## config.mk

```make
export PLATFORM = sky130hd
export DESIGN_NAME = hqc_decod_seq_flat
export DESIGN_NICKNAME = d
export VERILOG_FILES = /design/src/rtl/hqc_decod_pkg.sv /design/src/rtl/hqc_decod_seq_if.sv /design/src/rtl/hqc_decod_wdog.sv /design/src/rtl/hqc_decod_seq.sv /design/src/flat_wrapper.sv
export SDC_FILE = /design/constraint.sdc
export NUM_CORES = 1
export LEC_CHECK = 0
export BUFFER_PORTS_ARGS = -buffer_cell sky130_fd_sc_hd__buf_4
export CAP_MARGIN = 40
export CORE_ASPECT_RATIO = 0.5
export CORE_UTILIZATION = 55
export CTS_CLUSTER_SIZE = 24
export DETAILED_ROUTE_END_ITERATION = 8
export PLACE_DENSITY_LB_ADDON = 0.2
export SLEW_MARGIN = 20
export SYNTH_ARGS = -nofsm -noshare
export SYNTH_HDL_FRONTEND = slang
export SYNTH_SLANG_ARGS = --single-unit
```

## constraint.sdc

```tcl
create_clock -name clk_i -period 3.17 [get_ports clk_i]
set_clock_uncertainty 0.2 [all_clocks]
set_input_delay 0.317 -clock clk_i [delete_from_list [all_inputs] [get_ports clk_i]]
set_output_delay 0.317 -clock clk_i [all_outputs]
set_load 0.005 [all_outputs]
```

## src/rtl/hqc_decod_pkg.sv

```systemverilog
// Shared state encoding and security-level lookups for the HQC
// concatenated-decode sequencer.
package hqc_decod_pkg;

  typedef enum logic [2:0] {
    ST_IDLE,
    ST_RM_START,
    ST_RM_WAIT,
    ST_RS_START,
    ST_RS_WAIT,
    ST_FIN
  } state_e;

  localparam int TIMEOUT_CYC_DEF = 4096;
  localparam int TO_W_DEF        = 13;

  // n1: number of RS symbols (bytes) the RM decoder hands over.
  function automatic int n1_f(input int sec);
    case (sec)
      192:     return 56;
      256:     return 90;
      default: return 46;
    endcase
  endfunction

  function automatic int mid_aw_f(input int sec);
    return (sec == 256) ? 7 : 6;
  endfunction

endpackage

```

## src/rtl/hqc_decod_seq_if.sv

```systemverilog
// Control, RM-write, RS-read and intermediate-RAM signals of the sequencer.
// master = sequencer side, slave = decap / decoders / RAM side.
interface hqc_decod_seq_if #(
  parameter int MID_AW = 6
);
  logic              start_i;
  logic              busy_o;
  logic              done_o;
  logic              err_o;
  logic              rm_start_o;
  logic              rm_done_i;
  logic              rm_wr_i;
  logic [MID_AW-1:0] rm_addr_i;
  logic [7:0]        rm_dout_i;
  logic              rs_start_o;
  logic              rs_done_i;
  logic              rs_rd_i;
  logic [MID_AW-1:0] rs_addr_i;
  logic              mid_en_o;
  logic              mid_we_o;
  logic [MID_AW-1:0] mid_addr_o;
  logic [7:0]        mid_din_o;

  modport master (
    input  start_i, rm_done_i, rm_wr_i, rm_addr_i, rm_dout_i,
           rs_done_i, rs_rd_i, rs_addr_i,
    output busy_o, done_o, err_o, rm_start_o, rs_start_o,
           mid_en_o, mid_we_o, mid_addr_o, mid_din_o
  );

  modport slave (
    output start_i, rm_done_i, rm_wr_i, rm_addr_i, rm_dout_i,
           rs_done_i, rs_rd_i, rs_addr_i,
    input  busy_o, done_o, err_o, rm_start_o, rs_start_o,
           mid_en_o, mid_we_o, mid_addr_o, mid_din_o
  );
endinterface

```

## src/rtl/hqc_decod_wdog.sv

```systemverilog
// Per-phase watchdog: counts cycles while run_i is high, restarts from zero
// whenever run_i drops, and flags the last permitted cycle.
module hqc_decod_wdog #(
  parameter int TIMEOUT_CYC = 4096,
  parameter int TO_W        = 13
) (
  input  logic clk_i,
  input  logic rst_ni,
  input  logic run_i,
  output logic timeout_o
);
  localparam logic [TO_W-1:0] LAST_CNT = TO_W'(TIMEOUT_CYC - 1);

  logic [TO_W-1:0] cnt_d, cnt_q;

  always_comb cnt_d = run_i ? cnt_q + 1'b1 : '0;

  // NOTE: clocked state uses non-blocking (<=) so every flop samples pre-edge values.
  always_ff @(posedge clk_i) begin
    if (!rst_ni) cnt_q <= '0;
    else         cnt_q <= cnt_d;
  end

  assign timeout_o = run_i && (cnt_q == LAST_CNT);

endmodule

```

## src/rtl/hqc_decod_seq.sv

```systemverilog
// Sequences RM then RS decoding, owns the intermediate byte RAM port mux,
// and reports done/err with watchdog and RM write-count checking.
module hqc_decod_seq
  import hqc_decod_pkg::*;
#(
  parameter int PARAM_SECURITY = 128,
  parameter int TIMEOUT_CYC    = TIMEOUT_CYC_DEF,
  parameter int TO_W           = TO_W_DEF
) (
  input  logic            clk_i,
  input  logic            rst_ni,
  hqc_decod_seq_if.master io
);
  localparam int                N1       = n1_f(PARAM_SECURITY);
  localparam int                MID_AW   = mid_aw_f(PARAM_SECURITY);
  localparam logic [MID_AW-1:0] WCNT_EXP = MID_AW'(N1);

  state_e            state_d, state_q;
  logic              err_d, err_q;
  logic [MID_AW-1:0] wcnt_d, wcnt_q;
  logic              in_wait;
  logic              timeout;

  assign in_wait = (state_q == ST_RM_WAIT) || (state_q == ST_RS_WAIT);

  hqc_decod_wdog #(
    .TIMEOUT_CYC (TIMEOUT_CYC),
    .TO_W        (TO_W)
  ) u_wdog (
    .clk_i     (clk_i),
    .rst_ni    (rst_ni),
    .run_i     (in_wait),
    .timeout_o (timeout)
  );

  always_ff @(posedge clk_i) begin
    if (!rst_ni) begin
      state_q <= ST_IDLE;
      err_q   <= 1'b0;
      wcnt_q  <= '0;
    end else begin
      state_q <= state_d;
      err_q   <= err_d;
      wcnt_q  <= wcnt_d;
    end
  end

  // NOTE: every signal gets a default before the case so no path infers a latch.
  always_comb begin
    state_d = state_q;
    err_d   = err_q;
    wcnt_d  = wcnt_q;
    unique case (state_q)
      ST_IDLE:     if (io.start_i) state_d = ST_RM_START;
      ST_RM_START: begin
        wcnt_d  = '0;
        err_d   = 1'b0;
        state_d = ST_RM_WAIT;
      end
      ST_RM_WAIT: begin
        if (io.rm_wr_i && (wcnt_q != '1)) wcnt_d = wcnt_q + 1'b1;
        // A done pulse takes priority over a same-cycle timeout.
        if (io.rm_done_i) begin
          if (wcnt_q == WCNT_EXP) begin
            state_d = ST_RS_START;
          end else begin
            state_d = ST_FIN;
            err_d   = 1'b1;
          end
        end else if (timeout) begin
          state_d = ST_FIN;
          err_d   = 1'b1;
        end
      end
      ST_RS_START: state_d = ST_RS_WAIT;
      ST_RS_WAIT: begin
        if (io.rs_done_i) begin
          state_d = ST_FIN;
          err_d   = 1'b0;
        end else if (timeout) begin
          state_d = ST_FIN;
          err_d   = 1'b1;
        end
      end
      ST_FIN:      state_d = ST_IDLE;
      default:     state_d = ST_IDLE;
    endcase
  end

  assign io.busy_o     = (state_q != ST_IDLE);
  assign io.rm_start_o = (state_q == ST_RM_START);
  assign io.rs_start_o = (state_q == ST_RS_START);
  assign io.done_o     = (state_q == ST_FIN);
  assign io.err_o      = (state_q == ST_FIN) && err_q;

  // RAM ownership follows the phase; the non-owner's strobes never reach the RAM.
  always_comb begin
    io.mid_en_o   = 1'b0;
    io.mid_we_o   = 1'b0;
    io.mid_addr_o = '0;
    io.mid_din_o  = '0;
    unique case (state_q)
      ST_RM_START, ST_RM_WAIT: begin
        io.mid_en_o   = io.rm_wr_i;
        io.mid_we_o   = io.rm_wr_i;
        io.mid_addr_o = io.rm_addr_i;
        io.mid_din_o  = io.rm_dout_i;
      end
      ST_RS_START, ST_RS_WAIT: begin
        io.mid_en_o   = io.rs_rd_i;
        io.mid_addr_o = io.rs_addr_i;
      end
      default: ;
    endcase
  end

endmodule
```

## src/flat_wrapper.sv

```systemverilog
// flat-port wrapper written by rule: the top's interface ports become plain ports
module hqc_decod_seq_flat import hqc_decod_pkg::*;
#(
  parameter int PARAM_SECURITY = 128,
  parameter int TIMEOUT_CYC    = TIMEOUT_CYC_DEF,
  parameter int TO_W           = TO_W_DEF
)
  (clk_i, rst_ni, io_start_i, io_rm_done_i, io_rm_wr_i, io_rm_addr_i, io_rm_dout_i, io_rs_done_i, io_rs_rd_i, io_rs_addr_i, io_busy_o, io_done_o, io_err_o, io_rm_start_o, io_rs_start_o, io_mid_en_o, io_mid_we_o, io_mid_addr_o, io_mid_din_o);
  hqc_decod_seq_if io_i ();
  input  logic clk_i;
  input  logic rst_ni;
  input wire logic [$bits(io_i.start_i)-1:0] io_start_i;
  input wire logic [$bits(io_i.rm_done_i)-1:0] io_rm_done_i;
  input wire logic [$bits(io_i.rm_wr_i)-1:0] io_rm_wr_i;
  input wire logic [$bits(io_i.rm_addr_i)-1:0] io_rm_addr_i;
  input wire logic [$bits(io_i.rm_dout_i)-1:0] io_rm_dout_i;
  input wire logic [$bits(io_i.rs_done_i)-1:0] io_rs_done_i;
  input wire logic [$bits(io_i.rs_rd_i)-1:0] io_rs_rd_i;
  input wire logic [$bits(io_i.rs_addr_i)-1:0] io_rs_addr_i;
  output wire logic [$bits(io_i.busy_o)-1:0] io_busy_o;
  output wire logic [$bits(io_i.done_o)-1:0] io_done_o;
  output wire logic [$bits(io_i.err_o)-1:0] io_err_o;
  output wire logic [$bits(io_i.rm_start_o)-1:0] io_rm_start_o;
  output wire logic [$bits(io_i.rs_start_o)-1:0] io_rs_start_o;
  output wire logic [$bits(io_i.mid_en_o)-1:0] io_mid_en_o;
  output wire logic [$bits(io_i.mid_we_o)-1:0] io_mid_we_o;
  output wire logic [$bits(io_i.mid_addr_o)-1:0] io_mid_addr_o;
  output wire logic [$bits(io_i.mid_din_o)-1:0] io_mid_din_o;
  assign io_i.start_i = io_start_i;
  assign io_i.rm_done_i = io_rm_done_i;
  assign io_i.rm_wr_i = io_rm_wr_i;
  assign io_i.rm_addr_i = io_rm_addr_i;
  assign io_i.rm_dout_i = io_rm_dout_i;
  assign io_i.rs_done_i = io_rs_done_i;
  assign io_i.rs_rd_i = io_rs_rd_i;
  assign io_i.rs_addr_i = io_rs_addr_i;
  assign io_busy_o = io_i.busy_o;
  assign io_done_o = io_i.done_o;
  assign io_err_o = io_i.err_o;
  assign io_rm_start_o = io_i.rm_start_o;
  assign io_rs_start_o = io_i.rs_start_o;
  assign io_mid_en_o = io_i.mid_en_o;
  assign io_mid_we_o = io_i.mid_we_o;
  assign io_mid_addr_o = io_i.mid_addr_o;
  assign io_mid_din_o = io_i.mid_din_o;
  hqc_decod_seq #(.PARAM_SECURITY(PARAM_SECURITY), .TIMEOUT_CYC(TIMEOUT_CYC), .TO_W(TO_W)) u_core (.clk_i(clk_i), .rst_ni(rst_ni), .io(io_i));
endmodule
```

==> metrics <==
post-synthesis register bit count=23; fin crit share=roughly 88%; Root Buffer=clkbuf_8; largest net degree at the start of global routing=22; Bufs on Longest Clock Path=2; via count=roughly 1400; met3 WL=297 µm; port bufs=47; count leader, synth=dfxtp_1; ANT nets after route=0; GP Congestion=0.8204; share of the synthesized area in the top cell type=29.85%; status=complete, no violations; R2R Setup Slk=~0.9 ns; worst hold slack=0.1439 ns; Leak Pwr=0.7698 nW; clk_lat worst skew=0.27 ns; fin util=between 70% and 80%; # diodes=0; DR WL met2=1.509 mm; maximum vdd drop=between 0.3 and 0.4 mV; RSZ-0062 raised after global routing=false; total gr overflow=0; Max Fclk=359.5 MHz; Worst Setup End Kind=primary output; Die Width=76.90 µm; Tmin final=2.782 ns; vias per cell=5.440; number of global-route vias before repair=1119; Arrival @ worst endpoint=2.26 ns; max-cap violations=0; # rows=13; Routed WL=3.389 mm; crit path kind=flip-flop to primary output; Slew HR=51.99%; CP Cell Sequence=or3b_1 -> inv_2 -> nor2_1 -> nor2b_1 -> buf_4; antenna violations before repair=0; slowest stage delay, CP=0.79 ns; # Post-CTS Setup Buffers=0; die height=between 30 and 40 µm; worst min-delay path class=input pin to flip-flop; Metal-1 WL=roughly 1.6 mm; area leader, netlist=dfxtp_1; reg2reg path depth=4; CTS resizes=0; Top FF cell, synth=dfxtp_1; synthesized netlist cell count=roughly 190; part of the Yosys area used for sequential elements=~30%; Place WS=0.7158 ns; hold_buf cts=0; H-Tree Level Count=1; CORE AREA=2635 µm²; DR WL/cell=12.74 µm; Post-Syn Area=1543 µm²; Initial Utilization=58.55%; Post-synth top cells=dfxtp_1 (23), nor2_1 (19), nand2_1 (17); Post-route DRC=0; Area Overhead vs Synth=25.63%; share of post-route cells with drive strength above 1=29.26%; Yosys warning total=0; final slew viol count=0; synth top area cells=dfxtp_1 (30%), mux2_2 (5.1%), nor2b_1 (4.9%); Slew @ Worst Pin=0.7192 ns; DR top layer=met4; Top Ports=48; TritonCTS Buffers=3; clk slew on worst S/H paths=approximately 0.080 ns; Startpoint Class=flip-flop; final setup TNS=0 ns; Final Hold Violating Endpoints=0; Final #Nets=260; Setup Viol. Count Final=0; WP buf/inv=2; final setup margin=0.3882 ns; first-pass GRT wire length=5.092 mm; clock sinks=23; Synth Net Count=218; Worst EP required=2.65 ns; WP depth=5; drt first-iter violations=59; Global Route Usage Sum=21.95%; Netlist cell types=48; Syn Area/Cell=a little over 8 µm²; ys async rst share=0%; CP max-delay cell=dfxtp_1; CTS tree=done; DP Wirelength=2.556 mm; Crit path max-delay family=simple AND/OR/NAND/NOR gates; DR pass1 iterations=6; PD cells=335.6 nW/µm²; critical path peak fanout=21; die footprint=3034 µm²; hold depth=2; Post-synth EDFFs=0
per-stage QoR:
step | total power [mW] | cell area, µm² | cells
floorplan | 0.3954 | 1543 | 188
global placement | 0.4648 | 1889 | 262
detailed placement | 0.4687 | 1889 | 262
CTS | 0.6547 | 1938 | 266
global route | 0.6808 | 1938 | 266
finish | 0.6505 | 1938 | 266
cells by family after synthesis:
logic type / Yosys count / share of synthesized area (%)
AO/OA/AOI/OAI: 40 / 18.74
XOR/XNOR: 10 / 5.677
adder cells (fa/ha/maj): 3 / 2.433
buffers and inverters: 15 / 4.622
flip-flops: 23 / 29.85
multiplexers: 8 / 5.759
AND/OR/NAND/NOR: 89 / 32.93
sequential cells by signal, indices dropped and copies added (netlist names):
signal and cells:
u_core.err_q 1, u_core.wcnt_q 6, u_core.state_q 3, u_core.u_wdog.cnt_q 13
routing by layer:
layer,vias up,track usage (%)
met2,54,40.40
met1,639,26.69
met5,-,0
met4,0,4.327
li1,750,-
met3,4,5.814
cell type report:
class | instances | area (µm²)
Clock buffer | 3 | 41.29
Sequential cell | 23 | 460.4
Clock inverter | 1 | 7.507
Timing Repair Buffer | 47 | 352.8
Multi-Input combinational cell | 150 | 1011
Inverter | 5 | 18.77
Fill cell | 222 | 696.9
Tap cell | 37 | 46.29
path summary, 6_finish.rpt:
| check | startpoint | to |
|---|---|---|
| worst min register to register | u_core.u_wdog.cnt_q[0] | u_core.u_wdog.cnt_q[0] |
| worst max register to register | u_core.state_q[1] | u_core.wcnt_q[1] |
| worst max-delay path | u_core.state_q[1] | io_mid_din_o[2] |
| worst min-delay path | rst_ni | u_core.wcnt_q[0] |
cell usage in the layout (no fill, tap or decap), drive strengths merged, types with 4 or more instances in the layout:
master / Yosys / routed
nand3: 9 / 9
nor2: 19 / 19
nand2: 17 / 17
xnor2: 4 / 4
buf: 5 / 47
inv: 5 / 5
a22oi: 8 / 8
a21oi: 7 / 7
nand4: 4 / 4
o21ai: 10 / 10
dfxtp: 23 / 23
nor2b: 12 / 12
mux2: 7 / 7
nand2b: 5 / 5
and3: 4 / 4
nor3: 4 / 4
xor2: 6 / 6
power by group:
| group | internal [mW] | switching [mW] |
|---|---|---|
| Combinational | 0.0873 | 0.0639 |
| Clock | 0.0890 | 0.0992 |
| Sequential | 0.293 | 0.0177 |
| Total | 0.470 | 0.181 |
Note: power is estimated with default switching activity, not from simulation.
